$ cat src/rtl/imm_pack_unit.sv
// Packs a signed immediate into its I/S/B/U instruction bit positions [31:7] and flags unrepresentable values.
// Two-stage valid/ready pipeline, 2-cycle latency, 1 result/cycle; a stalled output holds and backpressures upstream.
module imm_pack_unit #(
  parameter int ERR_CNT_W = 8
) (
  input  logic                 clk,
  input  logic                 rst_n,
  input  logic                 in_valid,
  output logic                 in_ready,
  input  logic [31:0]          ImmIn,
  input  logic [1:0]           ImmType,
  output logic                 out_valid,
  input  logic                 out_ready,
  output logic [24:0]          ImmField,
  output logic                 out_err,
  output logic [ERR_CNT_W-1:0] err_count,
  input  logic                 err_clr
);

  typedef enum logic [1:0] {
    IMM_I = 2'b00,
    IMM_S = 2'b01,
    IMM_B = 2'b10,
    IMM_U = 2'b11
  } imm_type_e;

  logic                 r_s1_vld;
  logic [31:0]          r_s1_imm;
  imm_type_e            r_s1_type;
  logic                 r_s1_ok;
  logic                 r_s2_vld;
  logic [24:0]          r_s2_field;
  logic                 r_s2_err;
  logic [ERR_CNT_W-1:0] r_err_cnt;

  logic                 w_s2_load;
  logic                 w_in_rdy;
  logic                 w_ok;
  logic [24:0]          w_enc;
  logic                 w_out_xfer;

  // Stage 2 frees up whenever the consumer takes its result; stage 1 follows it.
  assign w_s2_load  = !r_s2_vld || out_ready;
  assign w_in_rdy   = !r_s1_vld || w_s2_load;
  assign w_out_xfer = r_s2_vld && out_ready;

  assign in_ready  = w_in_rdy;
  assign out_valid = r_s2_vld;
  assign ImmField  = r_s2_field;
  assign out_err   = r_s2_err;
  assign err_count = r_err_cnt;

  always_comb begin
    w_ok = 1'b0;
    case (imm_type_e'(ImmType))
      IMM_I, IMM_S: w_ok = (&ImmIn[31:11]) || !(|ImmIn[31:11]);
      IMM_B:        w_ok = ((&ImmIn[31:12]) || !(|ImmIn[31:12])) && !ImmIn[0];
      IMM_U:        w_ok = !(|ImmIn[11:0]);
      default:      w_ok = 1'b0;
    endcase
  end

  // Bits not belonging to the chosen format stay zero.
  always_comb begin
    w_enc = '0;
    case (r_s1_type)
      IMM_I: w_enc[24:13] = r_s1_imm[11:0];
      IMM_S: begin
        w_enc[24:18] = r_s1_imm[11:5];
        w_enc[4:0]   = r_s1_imm[4:0];
      end
      IMM_B: begin
        w_enc[24]    = r_s1_imm[12];
        w_enc[23:18] = r_s1_imm[10:5];
        w_enc[4:1]   = r_s1_imm[4:1];
        w_enc[0]     = r_s1_imm[11];
      end
      IMM_U: w_enc[24:5] = r_s1_imm[31:12];
      default: w_enc = '0;
    endcase
  end

  always_ff @(posedge clk or negedge rst_n) begin
    if (!rst_n) begin
      r_s1_vld  <= 1'b0;
      r_s1_imm  <= '0;
      r_s1_type <= IMM_I;
      r_s1_ok   <= 1'b0;
    end else if (w_in_rdy) begin
      r_s1_vld <= in_valid;
      if (in_valid) begin
        r_s1_imm  <= ImmIn;
        r_s1_type <= imm_type_e'(ImmType);
        r_s1_ok   <= w_ok;
      end
    end
  end

  always_ff @(posedge clk or negedge rst_n) begin
    if (!rst_n) begin
      r_s2_vld   <= 1'b0;
      r_s2_field <= '0;
      r_s2_err   <= 1'b0;
    end else if (w_s2_load) begin
      r_s2_vld <= r_s1_vld;
      if (r_s1_vld) begin
        r_s2_field <= w_enc;
        r_s2_err   <= !r_s1_ok;
      end
    end
  end

  // Clear wins over a coincident erroneous delivery.
  always_ff @(posedge clk or negedge rst_n) begin
    if (!rst_n) begin
      r_err_cnt <= '0;
    end else if (err_clr) begin
      r_err_cnt <= '0;
    end else if (w_out_xfer && r_s2_err && !(&r_err_cnt)) begin
      r_err_cnt <= r_err_cnt + {{(ERR_CNT_W-1){1'b0}}, 1'b1};
    end
  end

endmodule

$ cat config.mk
export PLATFORM = sky130hd
export DESIGN_NAME = imm_pack_unit
export DESIGN_NICKNAME = d
export VERILOG_FILES = /design/src/rtl/imm_pack_unit.sv
export SDC_FILE = /design/constraint.sdc
export NUM_CORES = 1
export LEC_CHECK = 0
export ABC_AREA = 1
export CAP_MARGIN = 10
export CORE_AREA = 3 3 86 88
export CTS_CLUSTER_DIAMETER = 60
export DETAILED_ROUTE_END_ITERATION = 16
export DIE_AREA = 0 0 89 91
export PLACE_DENSITY = 0.89
export SETUP_SLACK_MARGIN = 0.1
export SYNTH_ARGS = -nofsm -noshare
export SYNTH_HDL_FRONTEND = slang
export SYNTH_SLANG_ARGS = --single-unit
$ cat constraint.sdc
create_clock -name clk -period 1.4 [get_ports clk]
set_input_delay 0.28 -clock clk [delete_from_list [all_inputs] [get_ports clk]]
set_output_delay 0.28 -clock clk [all_outputs]
set_load 0.03 [all_outputs]
Word level (Yosys, flattened, before mapping)

Cells that the tools add are included.

Register bits after elaboration: 71
Input bits: 39
Output and inout port bits: 36
Logic and storage cells: 51

Add/subtract/negate cells: 1
Eq/ne operators: 6
Muxes and demuxes: 7
Reduce and logical (&&, ||, !) cells: 29

Operators with widths:

| cell                  | number |
|---|---|
| $mux W8               | 3 |
| $pmux W7 S3           | 1 |
| $reduce_and A21 Y1    | 1 |
| $reduce_or A21 Y1     | 1 |
| $pmux W5 S2           | 2 |
| $reduce_and A20 Y1    | 1 |
| $reduce_or A20 Y1     | 1 |
| $reduce_or A12 Y1     | 1 |
| $add A8 B1 Y8 const B | 1 |
| $eq A2 B2 Y1 const B  | 4 |
| $logic_not A1 Y1      | 8 |
| $reduce_and A8 Y1     | 1 |
| $eq A2 B1 Y1 const B  | 2 |
| $logic_and A1 B1 Y1   | 4 |
| $logic_not A2 Y1      | 2 |
| $logic_or A1 B1 Y1    | 4 |
| $reduce_and A2 Y1     | 2 |
| $reduce_or A2 Y1      | 2 |
| $pmux W1 S3           | 1 |
| $reduce_bool A2 Y1    | 1 |

Logic depth before layout (Yosys ltp)

Gate-level depths: netlist of the first run.

Word-level depth: 5
Gate-level depth with buffers: 9
Depth with buffers taken out: 9

Least setup slack after synthesis of the first run

No wires, ideal clock.

Path kind: reg-to-reg
Start point: register r_s2_vld, in the netlist out_valid
End point: register r_s1_imm[19]
Setup time: 0.083 ns
Arrival: 1.377 ns
Data required time: 1.317 ns
Setup slack: -0.060 ns
Stages on the path, launching flop included: 7
Path buffers: 2
Clock period less this slack: 1.460 ns
Path through: dfrtp_1 nand3_2 nand2_1 buf_4 buf_2 nand2_1 o21ai_0

Longest elaborated chain between the ends: 4

RTL lines:

| element                     | line | source |
|---|---|---|
| from (decl)                 | 31   | `logic r_s2_vld;` |
| from (signal assigned)      | 105  | `r_s2_vld <= r_s1_vld;` |
| $logic_not A1 Y1            | 43   | `assign w_s2_load = !r_s2_vld \|\| out_ready;` |
| $logic_or A1 B1 Y1          | 43   |  |
| $logic_or A1 B1 Y1          | 44   | `assign w_in_rdy = !r_s1_vld \|\| w_s2_load;` |
| net in_ready                | 9    | `output logic in_ready,` |
| $reduce_and A2 Y1 (no line) | -    |  |
| to (signal assigned)        | 92   | `r_s1_imm <= ImmIn;` |
| to (decl)                   | 28   | `logic [31:0] r_s1_imm;` |

The timed path passes the listed nets, and every way through them passes these cells.
A chain may end at the register's enable or synchronous reset.

Worst setup path in the final report of the first run

Start point: register r_s2_vld, in the netlist out_valid
End point: output port in_ready

Longest elaborated chain between the ends: 3

RTL lines:

| element            | line |
|---|---|
| $logic_not A1 Y1   | 43 |
| $logic_or A1 B1 Y1 | 43 |
| $logic_or A1 B1 Y1 | 44 |
| to (decl)          | 9 |

Every way passes these cells.

==> results of run 1 <==
-- area by class of cell --
type	count	area (µm²)
tap	80	100
clock buffer	11	151
inverter	51	206
multi-input combinational	298	1520
sequential	71	1790
clock inverter	5	80.1
fill	487	1980
timing repair buffer	112	898
-- cell families after synthesis --
kind of cell,Yosys count
adders and majority gates,5
xor gates and xnor gates,3
DFF,71
AOI/OAI and AO/OA,77
buffers and inverters,66
and+or+nand+nor,213
-- power by group through the flow --
stage / Clock (mW) / Sequential (mW) / Combinational [mW]
2_1_floorplan: 0 / 2.96 / 0.629
3_3_place_gp: 0 / 2.63 / 1.77
3_5_place_dp: 0 / 2.64 / 1.83
4_1_cts: 1.89 / 2.61 / 1.73
5_1_grt: 1.99 / 2.66 / 1.96
6_report: 1.88 / 2.63 / 1.82
-- timing repair --
item                                   4_1_cts  5_1_grt
hold buffers                                 1        0
gates resized for setup                    178       47
pin swaps                                    1        9
setup endpoints to repair                   49       37
endpoints found under the hold margin       71        0
buffers inserted                             1        4
-- worst max-delay path: stages, from the launching register on --
cell	delay, ns
dfrtp_2	0.41
nand3_4	0.08
buf_6	0.12
buf_6	0.13
-- synthesized netlist by cell type --
library cell and n:
nand3_1 17, o21ai_2 1, o22ai_1 2, nor2_1 45
nor3_1 2, buf_4 3, clkinv_4 1, xor2_1 2
o21ai_0 47, a221oi_1 1, nand2_1 136, xnor2_1 1
clkbuf_1 3, buf_2 9, a21oi_1 19, nand2_4 1
nand4_1 5, dfrtp_1 71, inv_2 1, nor2_2 1
ha_1 5, or2_4 1, nand3_2 1, nand2_2 3
nor3_4 1, inv_1 49, o31ai_1 1, o21ai_1 6
-- sequential cells by signal, indices dropped and copies added, names as in the netlist --
signal / flops
r_s1_imm: 32
err_count: 8
r_s1_vld: 1
r_s1_type: 2
out_err: 1
ImmField: 25
r_s1_ok: 1
out_valid: 1
-- metal layers --
layer  vias up  track usage (%)
met5         -                0
met4         0             12.5
met3        42             4.45
met2       171             42.5
met1      1568             31.0
li1       1595                -
-- worst max path at each step --
stage / slack (ns) / cells after the start / to
4_1_cts: 0.02 / 3 / in_ready
5_1_grt: -0.03 / 7 / err_count[5]
3_5_place_dp: -0.28 / 7 / ImmField[3]
3_3_place_gp: -0.23 / 9 / err_count[1]
2_1_floorplan: 0.11 / 8 / err_count[5]
6_report: 0.03 / 3 / in_ready
==> results.md, run 1 <==
- Switching power of the nets: 2.21 mW
- Latest clock arrival within the worst-skew pair: 0.35 ns
- R2R depth: 8
- RSZ-0062 raised after global routing: true
- Util after Layout: 70.6%
- FP Rows: 30
- Hold Path Cell Cnt: 5
- Hold WS: 0.416 ns
- Critical R2R Capture: err_count[6]
- Fin crit share: 98.0%
- Reg-to-reg slack, setup: 0.09 ns
- Synth Area in Compound Gates: 11.6%
- Detailed Place HPWL: 6810 µm
- Iter 0 DRT Violations: 211
- Final setup margin: 0.0282 ns
- DRC Markers: 0
- Via/cell ratio: 5.38
- Syn Area/Cell: 7.85 µm²
- Place WS: -0.284 ns
- DR WL met2: 5160 µm
- Warnings from Yosys: 0
- Leak Pwr: 2.36 nW
- Core Area: 6720 µm²
- Critical Path End Type: output pin
- Top-level I/O count: 75
- Syn_nets: 479
- Post-Synthesis Cells: 435
- Worst Hold Class: in -> reg
- Uppermost layer routed: met4
- TritonCTS clock tree: done
- Area Growth Syn to Fin: 38.9%
- Die X: 89 µm
- Synth top area share: 52.0%
- Layout Cells excl Fill: 628
- Post-Synth Simple-Gate Area: 25.7%
- Post-DP Area: 4470 µm²
- # diodes: 0
- Starting utilization of the core area: 50.8%
- Final setup vio count: 0
- Clk slew on worst S/H paths: 0.08 ns
- DR vias: 3376
- Largest net degree at the start of global routing: 72
- Total CTS buffers: 9
- Commonest non-fill, non-tap cell in the layout: nand2_1
- Net Sw Frac: 35.0%
- Final #Nets: 587
- Worst-Margin Slew: 0.391 ns
- Synth area leader: dfrtp_1
- IO Port Bufs: 74
- First-pass GRT wire length: 15600 µm
- PD cells: 1330 nW/µm²
- Highest-count cells in the layout ignoring fill and taps: nand2_1, dfrtp_1, inv_1, nor2_1, o21ai_0
- Vias in the first global route: 3212
- CP startpoint kind: flop
- Clock buffer depth: 2
- Layout cells sized above 1: 25.9%
- H-tree levels: 3
- Clock Skew: 0.0104 ns
- Total wire length: 10200 µm
- Die area: 8100 µm²
- Synth Register Bits: 71
- CP required: 1.12 ns
- Netlist cell types: 28
- Inst Count DP: 606
- Die Y: 91 µm
- Tot GR Track Use: 25.4%
- Largest family of logic cells by synthesized area: simple AND/OR/NAND/NOR gates
- Worst vdd ir: 0.000603 V
- Hold path start: out_ready
- Seq pwr share: 41.5%
- Final hold vios: 0
- Adder-cell area share of the yosys netlist: 1.83%
- DR WL/cell: 16.2 µm
- Pins Over Slew Limit: 0
- Status: completed
- Fin Setup TNS: 0 ns
- WL met3: 746 µm
- Min Clock Period, post-route: 1.37 ns
- Largest fanout on the critical path: 4
- Xor and xnor area share after synthesis: 0.769%
- Register area share after synthesis: 52.0%
- Int Power: 4.12 mW
- Post-synth design cell area: 3420 µm²
- Crit. Startpoint: out_valid
- Maximum clock frequency: 729 MHz
- Total power: 6.33 mW
- Initial DRT Pass Iterations: 5
- GPL Wtd Cong: 0.894
- Critical Path AT: 1.09 ns
- Mux cell area share after synthesis: 0%
- Slew HR: 73.9%
- Top cells by area, synth: dfrtp_1, nand2_1, o21ai_0
- Hold path endpoint: r_s1_vld
- Antenna-violating nets left: 0
- Num Clock Sinks: 71
- Final Cell Area: 4740 µm²
- Comb pwr share: 28.7%
- R2R Path Start: err_count[1]
- Antenna violations before repair: 0
- Met1 WL: 3900 µm
- Clock power share: 29.7%
- Maxcap violations: 0
- Clk root buf: clkbuf_8
- Setup CP Type: reg -> out
- GR Overflow Total: 0
No activity file was read; power rests on OpenSTA's default activity.
==> run 2: changes to the inputs <==
REMOVE_ABC_BUFFERS = 1   (was not set)
==> results.md, run 2 (synthesis results as in run 1) <==
- FP Rows: 30
- Final Cell Area: 4810 µm²
- Tot GR Track Use: 24.7%
- CP top delay family: flip-flops
- Crit path buf inv count: 2
- Die X: 89 µm
- Slew HR: 71.7%
- Maxcap violations: 0
- Comb pwr share: 28.6%
- Vias in the first global route: 3322
- Net Sw Frac: 34.5%
- Initial DRT Pass Iterations: 5
- Place WS: -0.324 ns
- TritonCTS clock tree: done
- Min Clock Period, post-route: 1.39 ns
- R2R depth: 7
- Clk slew on worst S/H paths: 0.07 ns
- Setup CP Type: reg -> out
- Util after Layout: 71.6%
- Worst-Margin Slew: 0.424 ns
- Top-level I/O count: 75
- Int Power: 4.24 mW
- Via/cell ratio: 5.49
- Largest fanout on the critical path: 2
- Maximum clock frequency: 718 MHz
- Layout cells sized above 1: 24.6%
- Core Area: 6720 µm²
- Clock Skew: 0.0168 ns
- Final #Nets: 592
- Total CTS buffers: 9
- Status: completed
- Total power: 6.48 mW
- Antenna-violating nets left: 0
- Pins Over Slew Limit: 0
- Highest-count cells in the layout ignoring fill and taps: nand2_1, dfrtp_1, nor2_1
- CP Cell Sequence: nand3_4 > buf_6 > buf_6
- CP startpoint kind: flop
- Seq pwr share: 40.6%
- Switching power of the nets: 2.24 mW
- Most flop-heavy register: r_s1_imm
- Layout Cells excl Fill: 633
- Die area: 8100 µm²
- Commonest non-fill, non-tap cell in the layout: nand2_1
- RSZ-0062 raised after global routing: true
- Worst Hold Class: in -> reg
- Leak Pwr: 2.42 nW
- Iter 0 DRT Violations: 307
- Critical Path AT: 1.11 ns
- Total wire length: 10400 µm
- Fin crit share: 99.5%
- GR Overflow Total: 0
- Fin Setup TNS: 0 ns
- Inst Count DP: 604
- CP required: 1.12 ns
- Die Y: 91 µm
- # diodes: 0
- DR WL/cell: 16.4 µm
- IO Port Bufs: 74
- H-tree levels: 3
- DR vias: 3476
- Max reg flops: 32
- Clk root buf: clkbuf_8
- Latest clock arrival within the worst-skew pair: 0.37 ns
- Worst vdd ir: 0.000759 V
- GPL Wtd Cong: 0.905
- Final hold vios: 0
- Antenna violations before repair: 0
- Slowest cell on crit path: dfrtp_1
- Hold Path Cell Cnt: 5
- Largest net degree at the start of global routing: 36
- WP depth: 3
- Area Growth Syn to Fin: 40.8%
- Hold WS: 0.343 ns
- Most frequent CP cell: buf_6
- Clock buffer depth: 2
- Starting utilization of the core area: 50.8%
- Post-DP Area: 4450 µm²
- Max incr delay on CP: 0.42 ns
- Reg-to-reg slack, setup: 0.04 ns
- DRC Markers: 0
- Detailed Place HPWL: 6630 µm
- Critical Path End Type: output pin
- Final setup margin: 0.00668 ns
- First-pass GRT wire length: 15500 µm
- Final setup vio count: 0
- Clock power share: 30.8%
- Num Clock Sinks: 71
- PD cells: 1350 nW/µm²
==> run 2: cell types whose count changed in the layout (fill, tap and decap cells not counted), sizes merged <==
cell           previous run  this run
bufinv                    2         3
dlymetal6s2s              0         3
clkdlybuf4s50            36        34
buf                      74        79
dlygate4sd2               1         0
clkinvlp                  2         1
==> run 2: repair_timing <==
item | 4_1_cts | 5_1_grt
hold endpoints to repair | 13 | 0
setup buffers | 3 | 9
pin swaps | 2 | 17
resized for setup | 176 | 53
hold buffers | 1 | 0
setup endpoints to repair | 70 | 57
==> run 2: power groups by stage <==
stage / Combinational [mW] / Clock [mW] / Sequential, mW
after floorplan: 0.579 / 0 / 2.95
after global placement: 1.78 / 0 / 2.63
after detailed placement: 1.85 / 0 / 2.64
after CTS: 1.74 / 2.00 / 2.61
after global routing: 2.00 / 2.08 / 2.66
final: 1.85 / 2.00 / 2.63
==> run 2: worst paths after layout <==
kind                              start           end
min                           out_ready      r_s1_vld
min in group asynchronous         rst_n   r_s1_imm[5]
max                            r_s1_vld      in_ready
min reg2reg                r_s1_imm[10]  r_s1_imm[10]
max in group asynchronous         rst_n  r_s1_type[0]
max reg2reg                err_count[1]  err_count[4]
==> run 2: cell type report <==
cell class / count / area, µm²
fill: 481 / 1910
sequential: 71 / 1780
multi-input combinational: 298 / 1500
timing repair buffer: 117 / 991
inverter: 51 / 201
clock buffer: 11 / 131
clock inverter: 5 / 106
tap: 80 / 100
==> run 2: worst reg2reg max path, delay by kind of cell, from the launching register on <==
family	cells	cell delay [ns]
buffers and inverters	1	0.14
xor gates and xnor gates	1	0.17
and+or+nand+nor	4	0.29
DFF	1	0.44
adders and majority gates	1	0.22
==> run 2: per-layer routing <==
layer | track usage [%] | vias to the layer above | wire (µm)
li1 | - | 1605 | -
met1 | 31.1 | 1638 | 3890
met2 | 40.5 | 199 | 5370
met3 | 4.90 | 34 | 764
met4 | 11.3 | 0 | 326
met5 | 0 | - | 0
